==> src/rtl/mux_operand_loader.sv <==
// Operand loader for a 2:1 mux: edge-detected loads of X/Y, a select S with manual and
// periodic toggling. Optional SWAP input is enabled with macro MUX_LOADER_SWAP_EN.
module mux_operand_loader #(
  parameter int unsigned DIV = 8
) (
  input  logic       CLK,
  input  logic       RST_N,
  input  logic [3:0] D,
  input  logic       LD_X,
  input  logic       LD_Y,
  input  logic       TOG,
  input  logic       AUTO,
`ifdef MUX_LOADER_SWAP_EN
  input  logic       SWAP,
`endif
  output logic [3:0] X,
  output logic [3:0] Y,
  output logic       S,
  output logic       VALID
);

  localparam int unsigned CntW = $clog2(DIV);
  localparam logic [CntW-1:0] CntMax = CntW'(DIV - 1);

  typedef enum logic [1:0] {StEmpty, StHaveX, StHaveY, StReady} state_e;

  state_e          state_q, state_d;
  logic [3:0]      x_q, x_d, y_q, y_d;
  logic            s_q, s_d;
  logic            valid_q;
  logic [CntW-1:0] cnt_q, cnt_d;
  logic            ld_x_q, ld_y_q, tog_q;
  logic            ev_x, ev_y, ev_tog;
  logic            run, wrap;

  assign ev_x   = LD_X & ~ld_x_q;
  assign ev_y   = LD_Y & ~ld_y_q;
  assign ev_tog = TOG & ~tog_q;

`ifdef MUX_LOADER_SWAP_EN
  logic swap_q;
  logic ev_swap;
  assign ev_swap = SWAP & ~swap_q;
`endif

  always_comb begin
    state_d = state_q;
    case (state_q)
      StEmpty: begin
        if (ev_x && ev_y) state_d = StReady;
        else if (ev_x)    state_d = StHaveX;
        else if (ev_y)    state_d = StHaveY;
      end
      StHaveX: if (ev_y) state_d = StReady;
      StHaveY: if (ev_x) state_d = StReady;
      StReady: state_d = StReady;
      default: state_d = StEmpty;
    endcase
  end

  always_comb begin
    x_d = x_q;
    y_d = y_q;
    if (ev_x) x_d = D;
    if (ev_y) y_d = D;
`ifdef MUX_LOADER_SWAP_EN
    // A load in the same cycle wins; the swap is dropped.
    if (ev_swap && (state_q == StReady) && !ev_x && !ev_y) begin
      x_d = y_q;
      y_d = x_q;
    end
`endif
  end

  // A manual toggle coinciding with a wrap still inverts S only once.
  always_comb begin
    run   = (state_q == StReady) && AUTO;
    wrap  = run && (cnt_q == CntMax);
    s_d   = s_q ^ (ev_tog | wrap);
    cnt_d = (!run || ev_tog || wrap) ? '0 : cnt_q + 1'b1;
  end

  always_ff @(posedge CLK) begin
    if (!RST_N) begin
      state_q <= StEmpty;
      x_q     <= '0;
      y_q     <= '0;
      s_q     <= 1'b0;
      valid_q <= 1'b0;
      cnt_q   <= '0;
      ld_x_q  <= 1'b0;
      ld_y_q  <= 1'b0;
      tog_q   <= 1'b0;
    end else begin
      state_q <= state_d;
      x_q     <= x_d;
      y_q     <= y_d;
      s_q     <= s_d;
      valid_q <= (state_d == StReady);
      cnt_q   <= cnt_d;
      ld_x_q  <= LD_X;
      ld_y_q  <= LD_Y;
      tog_q   <= TOG;
    end
  end

`ifdef MUX_LOADER_SWAP_EN
  always_ff @(posedge CLK) begin
    if (!RST_N) swap_q <= 1'b0;
    else        swap_q <= SWAP;
  end
`endif

  assign X     = x_q;
  assign Y     = y_q;
  assign S     = s_q;
  assign VALID = valid_q;

endmodule

==> config.mk <==
export PLATFORM = sky130hd
export DESIGN_NAME = mux_operand_loader
export DESIGN_NICKNAME = d
export VERILOG_FILES = /design/src/rtl/mux_operand_loader.sv
export SDC_FILE = /design/constraint.sdc
export NUM_CORES = 1
export LEC_CHECK = 0
export CORE_MARGIN = 4
export CORE_UTILIZATION = 44
export DETAILED_ROUTE_END_ITERATION = 10
export PLACE_DENSITY_LB_ADDON = 0.1
export SLEW_MARGIN = 25
export SYNTH_ARGS = -nofsm -noshare
export SYNTH_HDL_FRONTEND = slang
export SYNTH_SLANG_ARGS = --single-unit
==> constraint.sdc <==
create_clock -name CLK -period 1.4 [get_ports CLK]
set_input_delay 0.28 -clock CLK [delete_from_list [all_inputs] [get_ports CLK]]
set_output_delay 0.28 -clock CLK [all_outputs]
set_load 0.005 [all_outputs]
==> insert_results.sql, run 1 <==
INSERT INTO impl_metrics (metric_group, metric, value, unit) VALUES
('synthesis', 'yosys.cell_count.top_type', 'sky130_fd_sc_hd__dfxtp_1', ''),
('synthesis', 'seq_area_frac_synth', '51.2', '%'),
('sta', 'timing.max_slew.rel_slack', '86.0', '%'),
('synthesis', 'xor_xnor_share_of_the_synthesized_area', '0', '%'),
('sta', 'whs', '0.434', 'ns'),
('synthesis', 'netlist.top_cell.by_area', 'sky130_fd_sc_hd__dfxtp_1', ''),
('clocking', 'sink_count', '18', ''),
('synthesis', 'synth_common_cells', '18 x sky130_fd_sc_hd__dfxtp_1, 9 x sky130_fd_sc_hd__nor2b_1, 8 x sky130_fd_sc_hd__mux2i_1', ''),
('power', 'power-per-cell-area', '1060', 'nW/µm²'),
('synthesis', 'syn_std_cell_area', '703', 'µm²'),
('power', 'vdd.ir_drop.worst', '0.00102', 'V'),
('synthesis', 'synthesis.instances', '58', ''),
('setup_path', 'crit_path_top_delay_cell', 'sky130_fd_sc_hd__dfxtp_1', ''),
('synthesis', 'synth.avg_cell_area', '12.1', 'µm²'),
('global_route', 'grt.total_usage', '12.7', '%'),
('sta', 'final.period_utilization', '94.1', '%'),
('power', 'p_seq_share', '55.8', '%'),
('setup_path', 'timing.critical_path.to_type', 'flop', ''),
('finish', 'layout-area-overhead-vs-synth', '34.0', '%'),
('synthesis', 'synth_top_family_by_area', 'simple AND/OR/NAND/NOR gates', ''),
('power', 'pwr-share-comb', '13.1', '%'),
('floorplanning', 'initial_core_util', '46.7', '%'),
('power', 'power.switching', '0.212', 'mW'),
('clocking', 'cts_buffers', '3', ''),
('synthesis', 'async_reset_ff_share', '0', '%'),
('synthesis', 'count_of_flip_flops_with_a_built_in_enable_after_synthesis', '0', ''),
('finish', 'final_nets', '94', ''),
('synthesis', 'synthSimpleGateAreaFrac', '27.0', '%'),
('min_path', 'min-delay-path-class', 'flop to flop', ''),
('detailed_routing', 'firstDrtPassIters', '4', ''),
('synthesis', 'synth_compound_gate_area_share', '2.85', '%'),
('global_route', 'antenna_found_initial', '0', ''),
('run_status', 'run_status', 'finished, final reports clean', ''),
('global_route', 'pin_count_of_the_biggest_net_entering_global_routing', '15', ''),
('clocking', 'clock_tree.root_cell', 'sky130_fd_sc_hd__clkbuf_4', ''),
('global_route', 'via_count_of_the_first_global_routing_pass', '446', ''),
('synthesis', 'synth_mux_area_share', '11.4', '%'),
('sta', 'grt_setup_unrepaired', 'no', ''),
('sta', 'worst_pin_slew', '0.210', 'ns'),
('power', 'switching_share', '21.2', '%'),
('sta', 'finalCriticalPeriod', '1.32', 'ns'),
('power', 'clock_power_share', '31.2', '%'),
('synthesis', 'synth_fa_ha_area_share', '3.56', '%'),
('floorplanning', 'core_area', '1510', 'µm²'),
('placement', 'place.gp.congestion', '0.651', ''),
('synthesis', 'synth_top_area_share', '51.2', '%'),
('detailed_routing', 'avgRoutedWirePerCell', '12.2', 'µm'),
('detailed_routing', 'num_vias', '472', ''),
('synthesis', 'yosys_warnings', '0', ''),
('detailed_routing', 'via_per_instance_ratio', '4.87', ''),
('synthesis', 'ys_seq_elements', '18', ''),
('detailed_routing', 'drt_iter0_drc', '1', ''),
('power', 'power_report.internal_total', '0.785', 'mW'),
('floorplanning', 'die_area', '2300', 'µm²'),
('synthesis', 'synth_flop_cell', 'sky130_fd_sc_hd__dfxtp_1', ''),
('sta', 'fin_tns_setup', '0', 'ns'),
('synthesis', 'synthDistinctLibCells', '18', ''),
('floorplanning', 'dieHeight', '48.0', 'µm'),
('setup_path', 'number_of_buffers_and_inverters_on_the_critical_path', '0', ''),
('sta', 'clock_skew_after_layout', '0.00299', 'ns'),
('setup_path', 'critical_path.max_fanout', '3', ''),
('clocking', 'worst_skew_pair.late_latency', '0.29', 'ns'),
('floorplanning', 'rows', '14', ''),
('setup_path', 'startpoint_type', 'flop', ''),
('power', 'leakagePower', '0.445', 'nW'),
('sta', 'max_clock_freq', '759', 'MHz'),
('placement', 'io_buffer_count', '19', ''),
('synthesis', 'ys_top_cells_by_area', 'sky130_fd_sc_hd__dfxtp_1 51%, sky130_fd_sc_hd__mux2i_1 11%, sky130_fd_sc_hd__nor2b_1 8.0%', ''),
('floorplanning', 'pin_count', '20', ''),
('setup_path', 'cp_top_family', 'simple AND/OR/NAND/NOR gates', ''),
('sta', 'maxSlewViolCount', '0', '');
==> per-layer routing <==
| metal | GRT usage (%) | share of wire [%] |
|---|---|---|
| met5 | 0 | 0 |
| met3 | 7.52 | 9.0 |
| met2 | 19.8 | 45 |
| met1 | 12.8 | 43 |
| met4 | 8.06 | 2.9 |
==> worst register-to-register path: stages (launching register included) <==
cell,delay [ns]
sky130_fd_sc_hd__dfxtp_1,0.33
sky130_fd_sc_hd__ha_1,0.19
sky130_fd_sc_hd__ha_1,0.19
sky130_fd_sc_hd__and4_4,0.20
sky130_fd_sc_hd__nor3_1,0.11
sky130_fd_sc_hd__and3b_1,0.20
==> sequential cells by signal (all words and copies together), names as in the netlist <==
name     count
X            4
cnt_q        3
VALID        1
S            1
Y            4
ld_x_q       1
tog_q        1
state_q      2
ld_y_q       1
==> final timing paths <==
kind	from	endpoint	slack, ns	cells after the start
max	cnt_q[0]	S	0.08	5
max reg2reg	cnt_q[0]	S	0.08	5
min	cnt_q[0]	cnt_q[0]	0.43	1
min reg2reg	cnt_q[0]	cnt_q[0]	0.43	1
==> layout by cell type, fill, tap and decap left out <==
cell and count:
sky130_fd_sc_hd__clkbuf_8 1, sky130_fd_sc_hd__o21ai_0 1, sky130_fd_sc_hd__nor3_1 1, sky130_fd_sc_hd__and2b_4 1
sky130_fd_sc_hd__and3b_1 1, sky130_fd_sc_hd__dlygate4sd2_1 10, sky130_fd_sc_hd__clkbuf_4 3, sky130_fd_sc_hd__o21a_4 1
sky130_fd_sc_hd__mux2i_1 8, sky130_fd_sc_hd__and4_4 1, sky130_fd_sc_hd__nor2b_2 2, sky130_fd_sc_hd__nand2b_1 1
sky130_fd_sc_hd__dfxtp_1 10, sky130_fd_sc_hd__nand4_1 1, sky130_fd_sc_hd__ha_1 2, sky130_fd_sc_hd__nor2b_4 2
sky130_fd_sc_hd__clkdlybuf4s50_1 9, sky130_fd_sc_hd__nor3_2 1, sky130_fd_sc_hd__and2_1 5, sky130_fd_sc_hd__dfxtp_2 8
sky130_fd_sc_hd__nor2b_1 9, sky130_fd_sc_hd__buf_4 3
==> layout make-up <==
cell class	count	area [µm²]
Timing Repair Buffer	22	200
Fill cell	147	564
Sequential cell	18	370
Tap cell	16	20.0
Clock buffer	4	36.3
Multi-Input combinational cell	37	315
==> what timing repair did <==
action	CTS	global route
setup buffers	1	0
resized for setup	18	0
setup endpoints to repair	10	0
==> kinds of logic (layout without fill, tap and decap cells) <==
group,Yosys count,in the layout
AOI/OAI and AO/OA,2,2
and+or+nand+nor,25,25
buffers and inverters,3,26
adders and majority gates,2,2
DFF,18,18
muxes,8,8
==> through the flow <==
stage	util [%]	instances	worst slack [ns]	cell area, µm²	total power [mW]
4_1_cts	62.5	97	0.0716	942	1.02
6_report	62.5	97	0.0826	942	0.997
3_5_place_dp	59.8	92	-0.00734	901	0.709
3_3_place_gp	59.8	92	0.0355	901	0.706
2_1_floorplan	-	58	0.179	703	0.637
5_1_grt	62.5	97	0.0110	942	1.05
==> power groups by stage <==
stage	Clock (mW)	Combinational, mW	Sequential [mW]
finish	0.311	0.130	0.556
global route	0.343	0.144	0.559
CTS	0.326	0.134	0.557
detailed placement	0	0.142	0.567
global placement	0	0.140	0.566
floorplan	0	0.0704	0.566
Note: power is estimated with default switching activity, not from simulation.
==> run 2, diff against run 1 <==
--- a/config.mk
+++ b/config.mk
@@ -9,6 +9,7 @@
 export CORE_UTILIZATION = 44
 export DETAILED_ROUTE_END_ITERATION = 10
 export PLACE_DENSITY_LB_ADDON = 0.1
+export SKIP_CTS_REPAIR_TIMING = 1
 export SLEW_MARGIN = 25
 export SYNTH_ARGS = -nofsm -noshare
 export SYNTH_HDL_FRONTEND = slang
==> run 2 against run 1 <==
- worst setup slack barely moved
- clock-buffer cell count did not move
- clock skew barely moved
- power rose by 0.79%
- register-to-register slack barely moved
- worst hold slack barely moved
- critical path depth did not move
- global-route usage did not move
- largest cell class unchanged
- die area did not move
- combinational power rose by 6%
- flip-flop and latch count did not move
- critical endpoint unchanged
- utilization rose by 2.6 points
==> insert_results.sql, run 2 (synthesis results as in run 1) <==
INSERT INTO impl_metrics (metric_group, metric, value, unit) VALUES
('min_path', 'min-delay-path-class', 'flop to flop', ''),
('sta', 'timing.max_slew.rel_slack', '85.9', '%'),
('run_status', 'run_status', 'finished, final reports clean', ''),
('finish', 'layout_common_cells', '10 x sky130_fd_sc_hd__dlymetal6s2s_1, 9 x sky130_fd_sc_hd__dfxtp_2, 9 x sky130_fd_sc_hd__dfxtp_1, 9 x sky130_fd_sc_hd__nor2b_1, 9 x sky130_fd_sc_hd__clkdlybuf4s50_1', ''),
('clocking', 'cts_buffers', '3', ''),
('sta', 'finalCriticalPeriod', '1.32', 'ns'),
('clocking', 'worst_skew_pair.late_latency', '0.29', 'ns'),
('clocking', 'clock_tree.buffer_depth', '2', ''),
('setup_path', 'criticalPathCategory', 'flop to flop', ''),
('global_route', 'antenna_found_initial', '0', ''),
('sta', 'whs', '0.434', 'ns'),
('finish', 'fillerInstances', '137', ''),
('finish', 'final_nets', '94', ''),
('placement', 'place.gp.congestion', '0.651', ''),
('floorplanning', 'rows', '14', ''),
('global_route', 'pin_count_of_the_biggest_net_entering_global_routing', '15', ''),
('finish', 'fin_util', '65.1', '%'),
('floorplanning', 'die_area', '2300', 'µm²'),
('detailed_routing', 'drt_iter0_drc', '1', ''),
('detailed_routing', 'num_vias', '475', ''),
('finish', 'layout_commonest_cell', 'sky130_fd_sc_hd__dlymetal6s2s_1', ''),
('sta', 'final.period_utilization', '94.1', '%'),
('floorplanning', 'core_area', '1510', 'µm²'),
('setup_path', 'critPathRequiredTime', '1.59', 'ns'),
('sta', 'max_clock_freq', '759', 'MHz'),
('clocking', 'clock_tree.root_cell', 'sky130_fd_sc_hd__clkbuf_4', ''),
('sta', 'fin_tns_setup', '0', 'ns'),
('finish', 'final_layout_size_suffix_gt1_share', '29.6', '%'),
('detailed_routing', 'final_antenna_net_count', '0', ''),
('power', 'leakagePower', '0.567', 'nW'),
('sta', 'finalSetupViolations', '0', ''),
('floorplanning', 'dieHeight', '48.0', 'µm'),
('detailed_routing', 'avgRoutedWirePerCell', '12.4', 'µm'),
('global_route', 'grt.total_usage', '12.7', '%'),
('clocking', 'sink_count', '18', ''),
('floorplanning', 'chipWidth', '48.0', 'µm'),
('detailed_routing', 'route.detailed.drc', '0', ''),
('placement', 'io_buffer_count', '19', ''),
('sta', 'finalHoldViolCount', '0', ''),
('setup_path', 'critical_path.max_fanout', '3', ''),
('finish', 'n_antenna_cell', '0', ''),
('global_route', 'overflow', '0', ''),
('setup_path', 'startpoint_type', 'flop', ''),
('placement', 'numPlacedInstances', '92', ''),
('placement', 'dpl.hpwl', '910', 'µm'),
('global_route', 'grt_first_pass_wirelength', '1870', 'µm'),
('clocking', 'clk_pin_slew_worst_paths', '0.09', 'ns'),
('floorplanning', 'initial_core_util', '46.7', '%'),
('power', 'vdd.ir_drop.worst', '0.00102', 'V'),
('detailed_routing', 'drt-total-wl', '1200', 'µm'),
('global_route', 'via_count_of_the_first_global_routing_pass', '446', ''),
('setup_path', 'timing.critical_path.to_type', 'flop', ''),
('power', 'power-per-cell-area', '1020', 'nW/µm²'),
('run', 'max-cap-violations', '0', ''),
('setup_path', 'arrival', '1.51', 'ns'),
('finish', 'finalNonFillerCells', '97', ''),
('sta', 'worst_pin_slew', '0.211', 'ns'),
('floorplanning', 'pin_count', '20', ''),
('detailed_routing', 'via_per_instance_ratio', '4.90', ''),
('finish', 'layout-area-overhead-vs-synth', '39.5', '%'),
('sta', 'maxSlewViolCount', '0', ''),
('clocking', 'htreeDepth', '1', ''),
('sta', 'clock_skew_after_layout', '0.00332', 'ns'),
('sta', 'grt_setup_unrepaired', 'no', ''),
('clocking', 'cts_tree', 'done', ''),
('detailed_routing', 'firstDrtPassIters', '4', '');
run 2: final timing paths:
kind | startpoint | end | slack, ns | depth (start not counted)
min | cnt_q[0] | cnt_q[0] | 0.43 | 1
max | cnt_q[0] | S | 0.08 | 5
min reg2reg | cnt_q[0] | cnt_q[0] | 0.43 | 1
max reg2reg | cnt_q[0] | S | 0.08 | 5
run 2: power by group:
| part | leakage [nW] | switching [mW] | internal, mW |
|---|---|---|---|
| sequential | 0.152 | 0.0139 | 0.542 |
| clock | 0.0210 | 0.152 | 0.159 |
| combinational | 0.394 | 0.0465 | 0.0912 |
| total | 0.567 | 0.212 | 0.792 |
run 2: per-layer routing:
layer	vias up	track usage, %	share of wire (%)
li1	237	-	-
met1	220	12.8	43
met2	13	19.8	45
met3	5	7.52	9.0
met4	0	8.06	2.8
met5	-	0	0
run 2: cell type report:
cell class | count | area (µm²) | share of cell area, %
tap | 16 | 20.0 | 2.04
clock buffer | 4 | 36.3 | 3.70
multi-input combinational | 37 | 315 | 32.1
sequential | 18 | 372 | 37.9
timing repair buffer | 22 | 238 | 24.2
run 2: worst max-delay path, cell delays in order (launching register included):
cell and delay (ns):
sky130_fd_sc_hd__dfxtp_1 0.33, sky130_fd_sc_hd__ha_1 0.19, sky130_fd_sc_hd__ha_1 0.19, sky130_fd_sc_hd__and4_4 0.20
sky130_fd_sc_hd__nor3_1 0.11, sky130_fd_sc_hd__and3b_1 0.20
run 2: per-stage QoR:
stage               power (mW)  area, µm²  worst slack [ns]
finish                    1.00        981            0.0822
global route              1.06        981           0.00603
CTS                       1.02        937           -0.0664
detailed placement       0.709        901          -0.00734
global placement         0.706        901            0.0355
floorplan                0.637        703             0.179
==> run 3, diff against run 2 <==
--- a/config.mk
+++ b/config.mk
@@ -10,7 +10,7 @@
 export DETAILED_ROUTE_END_ITERATION = 10
 export PLACE_DENSITY_LB_ADDON = 0.1
 export SKIP_CTS_REPAIR_TIMING = 1
-export SLEW_MARGIN = 25
+export SLEW_MARGIN = 0
 export SYNTH_ARGS = -nofsm -noshare
 export SYNTH_HDL_FRONTEND = slang
 export SYNTH_SLANG_ARGS = --single-unit
==> results of run 3 <==
Same layout as run 2: the final DEF is identical, and so are final timing and power.
